`src/rtl/seven_seg_pkg.sv`:
```
// Shared constants for the seven-segment capture path: active-low segment codes
// (bit0=a .. bit6=g) and the capture FSM state type.
package seven_seg_pkg;

    localparam logic [6:0] SEG_0     = 7'h40;
    localparam logic [6:0] SEG_1     = 7'h79;
    localparam logic [6:0] SEG_2     = 7'h24;
    localparam logic [6:0] SEG_3     = 7'h30;
    localparam logic [6:0] SEG_4     = 7'h19;
    localparam logic [6:0] SEG_5     = 7'h12;
    localparam logic [6:0] SEG_6     = 7'h02;
    localparam logic [6:0] SEG_7     = 7'h78;
    localparam logic [6:0] SEG_8     = 7'h00;
    localparam logic [6:0] SEG_9     = 7'h10;
    localparam logic [6:0] SEG_A     = 7'h08;
    localparam logic [6:0] SEG_B     = 7'h03;
    localparam logic [6:0] SEG_C     = 7'h46;
    localparam logic [6:0] SEG_D     = 7'h21;
    localparam logic [6:0] SEG_E     = 7'h06;
    localparam logic [6:0] SEG_F     = 7'h0E;
    localparam logic [6:0] SEG_BLANK = 7'h7F;

    typedef enum logic [1:0] {
        SETTLE = 2'd0,
        DECODE = 2'd1,
        HOLD   = 2'd2
    } cap_state_e;

endpackage

```
`src/rtl/seg_to_hex.sv`:
```
// Combinational decoder: one active-low seven-segment code to a hex nibble.
// Codes outside the sixteen hex glyphs report legal=0 and nibble=0.
module seg_to_hex
    import seven_seg_pkg::*;
(
    input  logic [6:0] seg,
    output logic [3:0] nibble,
    output logic       legal
);

    // Glyph lookup; anything unrecognised falls to the illegal default.
    always_comb begin
        nibble = 4'h0;
        legal  = 1'b1;
        case (seg)
            SEG_0:   nibble = 4'h0;
            SEG_1:   nibble = 4'h1;
            SEG_2:   nibble = 4'h2;
            SEG_3:   nibble = 4'h3;
            SEG_4:   nibble = 4'h4;
            SEG_5:   nibble = 4'h5;
            SEG_6:   nibble = 4'h6;
            SEG_7:   nibble = 4'h7;
            SEG_8:   nibble = 4'h8;
            SEG_9:   nibble = 4'h9;
            SEG_A:   nibble = 4'hA;
            SEG_B:   nibble = 4'hB;
            SEG_C:   nibble = 4'hC;
            SEG_D:   nibble = 4'hD;
            SEG_E:   nibble = 4'hE;
            SEG_F:   nibble = 4'hF;
            default: begin
                nibble = 4'h0;
                legal  = 1'b0;
            end
        endcase
    end

endmodule

```
`src/rtl/seven_seg_capture.sv`:
```
// Recovers the 12-bit value shown on four active-low segment buses once they have
// been stable for STABLE_CYCLES, publishing it with a one-cycle num_valid strobe.
module seven_seg_capture
    import seven_seg_pkg::*;
#(
    parameter int STABLE_CYCLES = 4,
    parameter int CNT_W         = 8
) (
    input  logic             clk,
    input  logic             reset_n,
    input  logic             enable,
    input  logic [6:0]       h0,
    input  logic [6:0]       h1,
    input  logic [6:0]       h2,
    input  logic [6:0]       h3,
    output logic [11:0]      num,
    output logic             num_valid,
    output logic             seg_err,
    output logic [3:0]       err_mask,
    output logic [CNT_W-1:0] update_cnt
);

    localparam int SC_W = $clog2(STABLE_CYCLES + 1);
    localparam logic [SC_W-1:0] SC_MAX = SC_W'(STABLE_CYCLES);

    logic [27:0]      h_q, hd_q, snap_q, snap_d;
    logic [SC_W-1:0]  stab_q, stab_d;
    cap_state_e       state_q, state_d;
    logic [11:0]      num_q, num_d;
    logic             num_valid_q, num_valid_d;
    logic             seg_err_q, seg_err_d;
    logic [3:0]       err_mask_q, err_mask_d;
    logic [CNT_W-1:0] update_cnt_q, update_cnt_d;

    logic [3:0]       legal_s;
    logic [11:0]      digits_s;
    logic             mismatch_s;

    seg_to_hex u_dec0 (.seg(h_q[6:0]),   .nibble(digits_s[3:0]),  .legal(legal_s[0]));
    seg_to_hex u_dec1 (.seg(h_q[13:7]),  .nibble(digits_s[7:4]),  .legal(legal_s[1]));
    seg_to_hex u_dec2 (.seg(h_q[20:14]), .nibble(digits_s[11:8]), .legal(legal_s[2]));

    // The leading digit carries no value; it may only be blank or a zero.
    assign legal_s[3] = (h_q[27:21] == SEG_0) || (h_q[27:21] == SEG_BLANK);
    assign mismatch_s = (h_q != hd_q);

    // Next-state logic for the settle counter, FSM and published outputs.
    always_comb begin
        state_d      = state_q;
        stab_d       = stab_q;
        snap_d       = snap_q;
        num_d        = num_q;
        num_valid_d  = 1'b0;
        seg_err_d    = seg_err_q;
        err_mask_d   = err_mask_q;
        update_cnt_d = update_cnt_q;
        if (!enable) begin
            state_d = SETTLE;
            stab_d  = '0;
        end else begin
            if (mismatch_s) begin
                stab_d = '0;
            end else if (stab_q == SC_MAX) begin
                stab_d = stab_q;
            end else begin
                stab_d = stab_q + SC_W'(1);
            end
            case (state_q)
                SETTLE: begin
                    if (stab_q == SC_MAX) begin
                        // Outputs register on entry so the strobe spans the DECODE cycle;
                        // the snapshot is the very pattern that was decoded.
                        state_d = DECODE;
                        snap_d  = h_q;
                        if (&legal_s) begin
                            num_d        = digits_s;
                            num_valid_d  = 1'b1;
                            seg_err_d    = 1'b0;
                            err_mask_d   = 4'b0000;
                            update_cnt_d = update_cnt_q + CNT_W'(1);
                        end else begin
                            seg_err_d  = 1'b1;
                            err_mask_d = ~legal_s;
                        end
                    end else begin
                        state_d = SETTLE;
                    end
                end
                DECODE: begin
                    state_d = HOLD;
                end
                HOLD: begin
                    if (h_q != snap_q) begin
                        state_d = SETTLE;
                        stab_d  = '0;
                    end else begin
                        state_d = HOLD;
                    end
                end
                default: begin
                    state_d = SETTLE;
                    stab_d  = '0;
                end
            endcase
        end
    end

    // Input sampling, stability history, FSM state and registered outputs.
    always_ff @(posedge clk or negedge reset_n) begin
        if (!reset_n) begin
            h_q          <= {4{SEG_BLANK}};
            hd_q         <= {4{SEG_BLANK}};
            snap_q       <= {4{SEG_BLANK}};
            stab_q       <= '0;
            state_q      <= SETTLE;
            num_q        <= 12'h000;
            num_valid_q  <= 1'b0;
            seg_err_q    <= 1'b0;
            err_mask_q   <= 4'b0000;
            update_cnt_q <= '0;
        end else begin
            h_q          <= {h3, h2, h1, h0};
            hd_q         <= h_q;
            snap_q       <= snap_d;
            stab_q       <= stab_d;
            state_q      <= state_d;
            num_q        <= num_d;
            num_valid_q  <= num_valid_d;
            seg_err_q    <= seg_err_d;
            err_mask_q   <= err_mask_d;
            update_cnt_q <= update_cnt_d;
        end
    end

    assign num        = num_q;
    assign num_valid  = num_valid_q;
    assign seg_err    = seg_err_q;
    assign err_mask   = err_mask_q;
    assign update_cnt = update_cnt_q;

endmodule

```
`config.mk`:
```
export PLATFORM = sky130hd
export DESIGN_NAME = seven_seg_capture
export DESIGN_NICKNAME = d
export VERILOG_FILES = /design/src/rtl/seven_seg_pkg.sv /design/src/rtl/seg_to_hex.sv /design/src/rtl/seven_seg_capture.sv
export SDC_FILE = /design/constraint.sdc
export NUM_CORES = 1
export LEC_CHECK = 0
export CORE_MARGIN = 2
export CORE_UTILIZATION = 30
export DETAILED_ROUTE_END_ITERATION = 12
export DONT_BUFFER_PORTS = 1
export PLACE_DENSITY_LB_ADDON = 0.25
export SYNTH_ARGS = -nofsm -noshare
export SYNTH_HDL_FRONTEND = slang
export SYNTH_HIERARCHICAL = 1
export SYNTH_SLANG_ARGS = --single-unit
```
`constraint.sdc`:
```
create_clock -name clk -period 3.6 [get_ports clk]
set_clock_uncertainty 0.15 [all_clocks]
set_input_delay 0.54 -clock clk [delete_from_list [all_inputs] [get_ports clk]]
set_output_delay 0.54 -clock clk [all_outputs]
set_load 0.01 [all_outputs]
```
==> results.py, run 1 <==
metrics = {
    "run_status": {
        "status": "complete, no violations",
    },
    "setup_path": {
        "arrival_ns": 3.15,
        "reg2reg_slack_ns": 0.59,
        "cp_slowest_cell": "dfstp_2",
        "cpPeakStageDelay_ns": 0.71,
        "r2r-start": "h_q[2]",
        "crit_type": "flip-flop to flip-flop",
        "critPathCaptureType": "flip-flop",
        "crit_fanout": 16,
        "path_cells": "nor2b_1 > o21ai_1 > o31ai_1 > a31oi_1 > o211ai_1 > and3_1 > nand4_2 > inv_1 > nand2_1 > xnor2_1",
        "reg2reg_depth": 10,
        "required_ns": 3.75,
        "worstSetupStartpointType": "flip-flop",
        "r2r_end": "update_cnt[2]",
    },
    "global_routing": {
        "grt_usage_pct": 13.9,
        "antenna_found_initial": 0,
        "grt_pass1_wl_mm": 21.0,
        "grt_max_degree": 116,
        "globalRouteOverflowTotal": 0,
        "grt_pass1_vias": 3856,
    },
    "run": {
        "maxCapViolations": 0,
    },
    "routing": {
        "wirelength_mm": 12.8,
        "viasPerCell": 4.91,
        "post_drt_wl_per_cell_um": 15.9,
        "drc_errors": 0,
        "firstDrtPassIters": 5,
        "dr.first_iter.drc_count": 278,
        "vias": 3974,
        "ant_nets": 0,
    },
    "timing": {
        "worstMarginPinSlew_ns": 0.612,
        "slew_headroom_pct": 59.2,
        "period_minus_slack_ns": 3.01,
        "hold_ws_ns": 0.109,
        "tns_ns": 0,
        "fmaxAchievable_mhz": 332,
        "rsz0062_at_grt": "false",
        "drv_slew": 0,
        "setup_viol": 0,
        "hold_viol_final": 0,
        "fin_crit_sh_pct": 83.5,
    },
    "pwr": {
        "power_mw": 3.38,
        "p_per_area_nw_per_um2": 513,
        "total_leakage_power_nw": 2.83,
        "peakVddDrop_mv": 0.353,
    },
    "logic_synthesis": {
        "ys_warn_count": 6,
        "synth.net_count": 582,
        "ys_seq_elements": 115,
        "synthArstFlopShare_pct": 100,
        "synth-main-ff-cell": "dfstp_2",
        "syn_area_per_cell_um2": 10.2,
        "syn-cell-area_um2": 5580,
        "postSynthCellCount": 548,
        "ys_seq_area_share_pct": 53.5,
        "yosysUniqueCellTypes": 47,
        "synth_edf_count": 0,
    },
    "min_path": {
        "hold_class": "primary input to flip-flop",
        "hold_depth": 1,
        "whs_endpoint": "state_q[1]",
        "worstHoldStart": "enable",
    },
    "clock_tree": {
        "cts_setup_buffers": 0,
        "cts_root_buf": "clkbuf_16",
        "clock-sinks": 115,
        "cts_tree": "done",
        "cts_buffers": 17,
        "clk_latency_ns": 0.42,
        "htree_levels": 4,
        "cts_buffer_depth": 2,
        "clk_pin_slew_worst_paths_ns": 0.05,
    },
    "floorplanning": {
        "core-area_um2": 18100,
        "initial_utilization_pct": 30.9,
        "num_rows": 49,
        "dieArea_um2": 19700,
        "dieWidth_um": 140,
        "ios": 57,
        "die-height_um": 140,
    },
    "layout": {
        "drive_gt1_share_pct": 22.6,
        "area_delta_synth_final_pct": 18.1,
        "nets": 602,
        "antennaDiodeCount": 0,
    },
    "placement": {
        "detailed_place_hpwl_mm": 8.54,
        "portBuffers": 0,
        "globalplace.congestion": 0.855,
    },
}
==> power breakdown <==
group	total [mW]	internal (mW)	switching, mW
combinational	0.153	0.0730	0.0802
clock	1.79	1.22	0.565
sequential	1.44	1.36	0.0790
==> cell usage in the layout (no fill, tap or decap), drive strengths merged, types with 7 or more instances in the layout <==
master,n
dfrtp,31
xnor2,12
nor3,14
nor2b,10
clkbuf,22
nand4,18
o21ai,27
or3,9
dfstp,84
nor4,17
a21oi,8
nor3b,7
xor2,52
nand3,8
nor2,22
inv,8
nand2,138
dlygate4sd3,29
==> worst max path at each step <==
| stage | start | to |
|---|---|---|
| 2_1_floorplan | h_q[13] | update_cnt[7] |
| 3_3_place_gp | h_q[2] | update_cnt[2] |
| 3_5_place_dp | h_q[2] | update_cnt[2] |
| 4_1_cts | h_q[2] | update_cnt[2] |
| 5_1_grt | h_q[16] | update_cnt[2] |
| 6_report | h_q[2] | update_cnt[2] |
==> area by class of cell <==
type,count,area (um^2)
Clock buffer,22,484
Clock inverter,9,151
Fill cell,1808,11500
Inverter,8,32.5
Multi-Input combinational cell,394,2320
Sequential cell,115,2980
Tap cell,229,287
Timing Repair Buffer,32,333
==> cells by family (layout without fill, tap and decap cells) <==
group,count (synthesis),count (layout),synth area share [%]
AO/OA/AOI/OAI,61,61,6.68
flip-flops,115,115,53.5
AND/OR/NAND/NOR,266,266,24.2
adder cells (fa/ha/maj),3,3,0.673
buffers and inverters,39,71,4.98
XOR/XNOR,64,64,10.0
==> per-layer routing <==
layer,up-vias,global-route usage (%),part of all wire (%)
met5,-,0,0
met2,129,20.1,45
li1,1901,-,-
met4,0,6.01,1.6
met1,1929,19.2,47
met3,15,4.38,6.4
==> registers in the layout, summed over array words and instances, names as in the netlist <==
signal      flops
update_cnt      8
seg_err         1
stab_q          3
h_q            28
err_mask        4
state_q         2
num            12
snap_q         28
hd_q           28
num_valid       1
==> through the flow <==
stage          instances  setup WS (ns)  utilization [%]  cell area (um^2)
2_1_floorplan        548           1.09                -              5580
3_3_place_gp         748          0.595             31.2              5640
3_5_place_dp         748          0.583             31.2              5640
4_1_cts              809          0.576             36.4              6590
5_1_grt              809          0.316             36.4              6590
6_report             809          0.592             36.4              6590
==> critical path, delay by kind of cell (launching register included) <==
family,cells,cell delay (ns)
compound gates,4,0.73
xor+xnor,1,0.14
buf+inv,1,0.41
flops,1,0.71
simple gates,4,0.76
==> cell usage after synthesis, types with 3 or more instances <==
library cell | instances | area [um^2]
nor2b_1 | 10 | 62.6
clkbuf_1 | 7 | 26.3
nor4_1 | 15 | 93.8
and2b_1 | 3 | 22.5
and2_1 | 3 | 18.8
nor2_1 | 22 | 82.6
nor3b_2 | 6 | 75.1
nor3_1 | 14 | 70.1
dfstp_2 | 84 | 2210
a21oi_1 | 8 | 40.0
and3_1 | 6 | 37.5
xor2_1 | 52 | 455
nor4bb_1 | 3 | 30.0
o21ai_1 | 9 | 45.0
nor4b_1 | 3 | 26.3
a211oi_1 | 3 | 22.5
buf_6 | 8 | 90.1
dfrtp_1 | 31 | 776
nand3_2 | 3 | 30.0
o21ai_0 | 18 | 90.1
or3_1 | 9 | 56.3
xnor2_1 | 12 | 105
nand3_1 | 5 | 25.0
o211ai_1 | 6 | 45.0
a31oi_1 | 6 | 37.5
a2111oi_0 | 3 | 26.3
inv_1 | 7 | 26.3
clkbuf_2 | 3 | 15.0
clkbuf_8 | 3 | 41.3
ha_1 | 3 | 37.5
nand2b_1 | 3 | 18.8
buf_4 | 9 | 67.6
nand4_1 | 17 | 106
nand2_1 | 138 | 518
o31ai_1 | 4 | 30.0
==> timing repair <==
action                    CTS  global route
hold buffers               30             0
gates resized for setup     0             0
hold endpoints to repair  143             0
No activity file was read; power rests on OpenSTA's default activity.
==> inputs of run 2 (changes only) <==
==> constraint.sdc (replaced) <==
create_clock -name clk -period 2.9 [get_ports clk]
set_clock_uncertainty 0.15 [all_clocks]
set_input_delay 0.435 -clock clk [delete_from_list [all_inputs] [get_ports clk]]
set_output_delay 0.435 -clock clk [all_outputs]
set_load 0.01 [all_outputs]
==> run 2 against run 1 <==
  * The run now ends with negative hold slack left
  * Worst hold slack worse by 0.53 ns
  * Largest cell class unchanged
  * Utilization up 0.68 points
  * Maximum frequency rose by 10%
  * Global-route usage grew 0.19 points
  * Cell count increased by 4.0%
  * Largest power group unchanged
  * Critical path type unchanged
  * Highest routed layer unchanged
  * Die area did not move
  * Non-clock buffer count rose by 31
  * Sequential share of layout area decreased by 0.83 points
  * Sequential power is 22% higher
==> results.py, run 2 (synthesized netlist as in run 1, its figures left out) <==
metrics = {
    "clock_tree": {
        "cts_hold_buf": 29,
        "clk_latency_ns": 0.42,
        "htree_levels": 4,
        "cts_root_buf": "clkbuf_16",
        "cts_buffers": 17,
        "clk_pin_slew_worst_paths_ns": 0.05,
        "cts_tree": "done",
        "cts_buffer_depth": 2,
        "clock-sinks": 115,
    },
    "global_routing": {
        "antenna_found_initial": 0,
        "globalRouteOverflowTotal": 0,
        "grt_max_degree": 116,
        "grt_pass1_wl_mm": 21.5,
        "grt_pass1_vias": 4019,
        "grt_usage_pct": 14.1,
    },
    "routing": {
        "viasPerCell": 4.83,
        "firstDrtPassIters": 5,
        "vias": 4058,
        "dr.first_iter.drc_count": 230,
        "drc_errors": 0,
        "post_drt_wl_per_cell_um": 15.6,
        "wirelength_mm": 13.1,
        "ant_nets": 0,
    },
    "timing": {
        "period_minus_slack_ns": 2.72,
        "fmaxAchievable_mhz": 367,
        "worstMarginPinSlew_ns": 0.490,
        "drv_slew": 0,
        "fin_crit_sh_pct": 94.0,
        "setup_viol": 0,
        "hold_viol_final": 115,
        "slew_headroom_pct": 67.0,
        "tns_ns": 0,
        "hold_ws_ns": -0.417,
    },
    "setup_path": {
        "cpLargestDelayFamily": "simple AND/OR/NAND/NOR gates",
        "critPathCaptureType": "flip-flop",
        "crit_type": "flip-flop to flip-flop",
        "required_ns": 3.09,
        "worstSetupStartpointType": "flip-flop",
        "path_buf_inv": 0,
        "cpPeakStageDelay_ns": 0.58,
        "reg2reg_depth": 9,
        "reg2reg_slack_ns": 0.18,
        "path_cells": "nor2b_2 > o21ai_1 > o31ai_1 > a31oi_1 > o211ai_1 > and3_1 > nand4_4 > nor4_4 > xor2_1",
        "crit_fanout": 8,
        "r2r-start": "h_q[2]",
        "arrival_ns": 2.91,
        "cp_slowest_cell": "dfstp_2",
        "r2r_end": "update_cnt[7]",
    },
    "layout": {
        "final_util_pct": 37.1,
        "drive_gt1_share_pct": 27.0,
        "stdcell_area_um2": 6710,
        "top_regs": "h_q: 28 flops, hd_q: 28 flops, snap_q: 28 flops",
        "antennaDiodeCount": 0,
        "area_delta_synth_final_pct": 20.3,
        "multiInputGateArea_um2": 2340,
        "ff_latch_area_um2": 2980,
        "final_common_cell": "nand2_1",
        "nets": 633,
        "final_cell_mix": "nand2_1, dfstp_2, xor2_1",
        "fill_cells": 1794,
    },
    "floorplanning": {
        "core-area_um2": 18100,
        "dieWidth_um": 140,
        "die-height_um": 140,
        "num_rows": 49,
        "initial_utilization_pct": 30.9,
        "ios": 57,
        "dieArea_um2": 19700,
    },
    "placement": {
        "portBuffers": 0,
        "place_area_um2": 5810,
        "detailed_place_hpwl_mm": 8.77,
        "globalplace.congestion": 0.822,
    },
    "pwr": {
        "peakVddDrop_mv": 0.403,
        "total_leakage_power_nw": 2.92,
        "p_per_area_nw_per_um2": 569,
    },
    "run": {
        "maxCapViolations": 0,
    },
    "min_path": {
        "hold_class": "primary input to async pin",
    },
    "run_status": {
        "violations": "negative hold slack",
        "status": "finished, violations left",
    },
}
-- run 2: cell types whose count changed in the layout (fill, tap and decap cells not counted), moves of 3 or more --
| cell | change |
|---|---|
| buf_4 | +32 |
| bufinv_16 | -4 |
| inv_4 | +3 |
| clkbuf_8 | -3 |
-- run 2: worst register-to-register path: cells and delay by family (launching register included) --
kind,cells,cell delay [ns]
AOI/OAI and AO/OA,4,0.74
xor gates and xnor gates,1,0.17
DFF,1,0.58
and+or+nand+nor,4,1.00
-- run 2: timing repair --
action / CTS / global route
hold endpoints to repair: 144 / 115
buffers inserted: 0 / 9
gates resized for setup: 0 / 4
setup endpoints to repair: 0 / 20
-- run 2: per-stage QoR --
stage	hold slack, ns	instances	setup slack [ns]	power [mW]
after floorplan	-0.0106	548	0.392	1.90
after global placement	-0.00300	771	0.0778	1.95
after detailed placement	-0.00231	771	0.0251	1.95
after CTS	-0.454	832	0.00870	3.86
after global routing	-0.462	841	-0.00626	3.99
final	-0.417	841	0.175	3.82
-- run 2: layout make-up --
type	count	share of cell area (%)
Clock buffer	19	6.60
Clock inverter	13	1.25
Inverter	8	0.485
Multi-Input combinational cell	394	34.8
Sequential cell	115	44.4
Tap cell	229	4.27
Timing Repair Buffer	63	8.13
-- run 2: layer usage --
metal	part of all wire, %	up-vias	track usage [%]
met5	0	-	0
li1	-	1956	-
met4	1.2	0	4.15
met3	5.1	14	4.85
met2	44	106	20.7
met1	49	1982	19.6
-- run 2: report_power, final --
group | leakage, nW | total (mW) | internal [mW] | switching (mW)
sequential | 1.29 | 1.75 | 1.69 | 0.0606
clock | 0.260 | 1.85 | 1.11 | 0.743
combinational | 1.36 | 0.227 | 0.113 | 0.114
-- run 2: worst max path at each step --
stage	start	endpoint	slack [ns]	depth (start not counted)
2_1_floorplan	h_q[13]	update_cnt[7]	0.39	11
3_3_place_gp	h_q[2]	update_cnt[2]	0.08	11
3_5_place_dp	h_q[2]	update_cnt[7]	0.03	9
4_1_cts	h_q[2]	update_cnt[7]	0.009	9
5_1_grt	h_q[2]	update_cnt[7]	-0.006	9
6_report	h_q[2]	update_cnt[7]	0.18	9
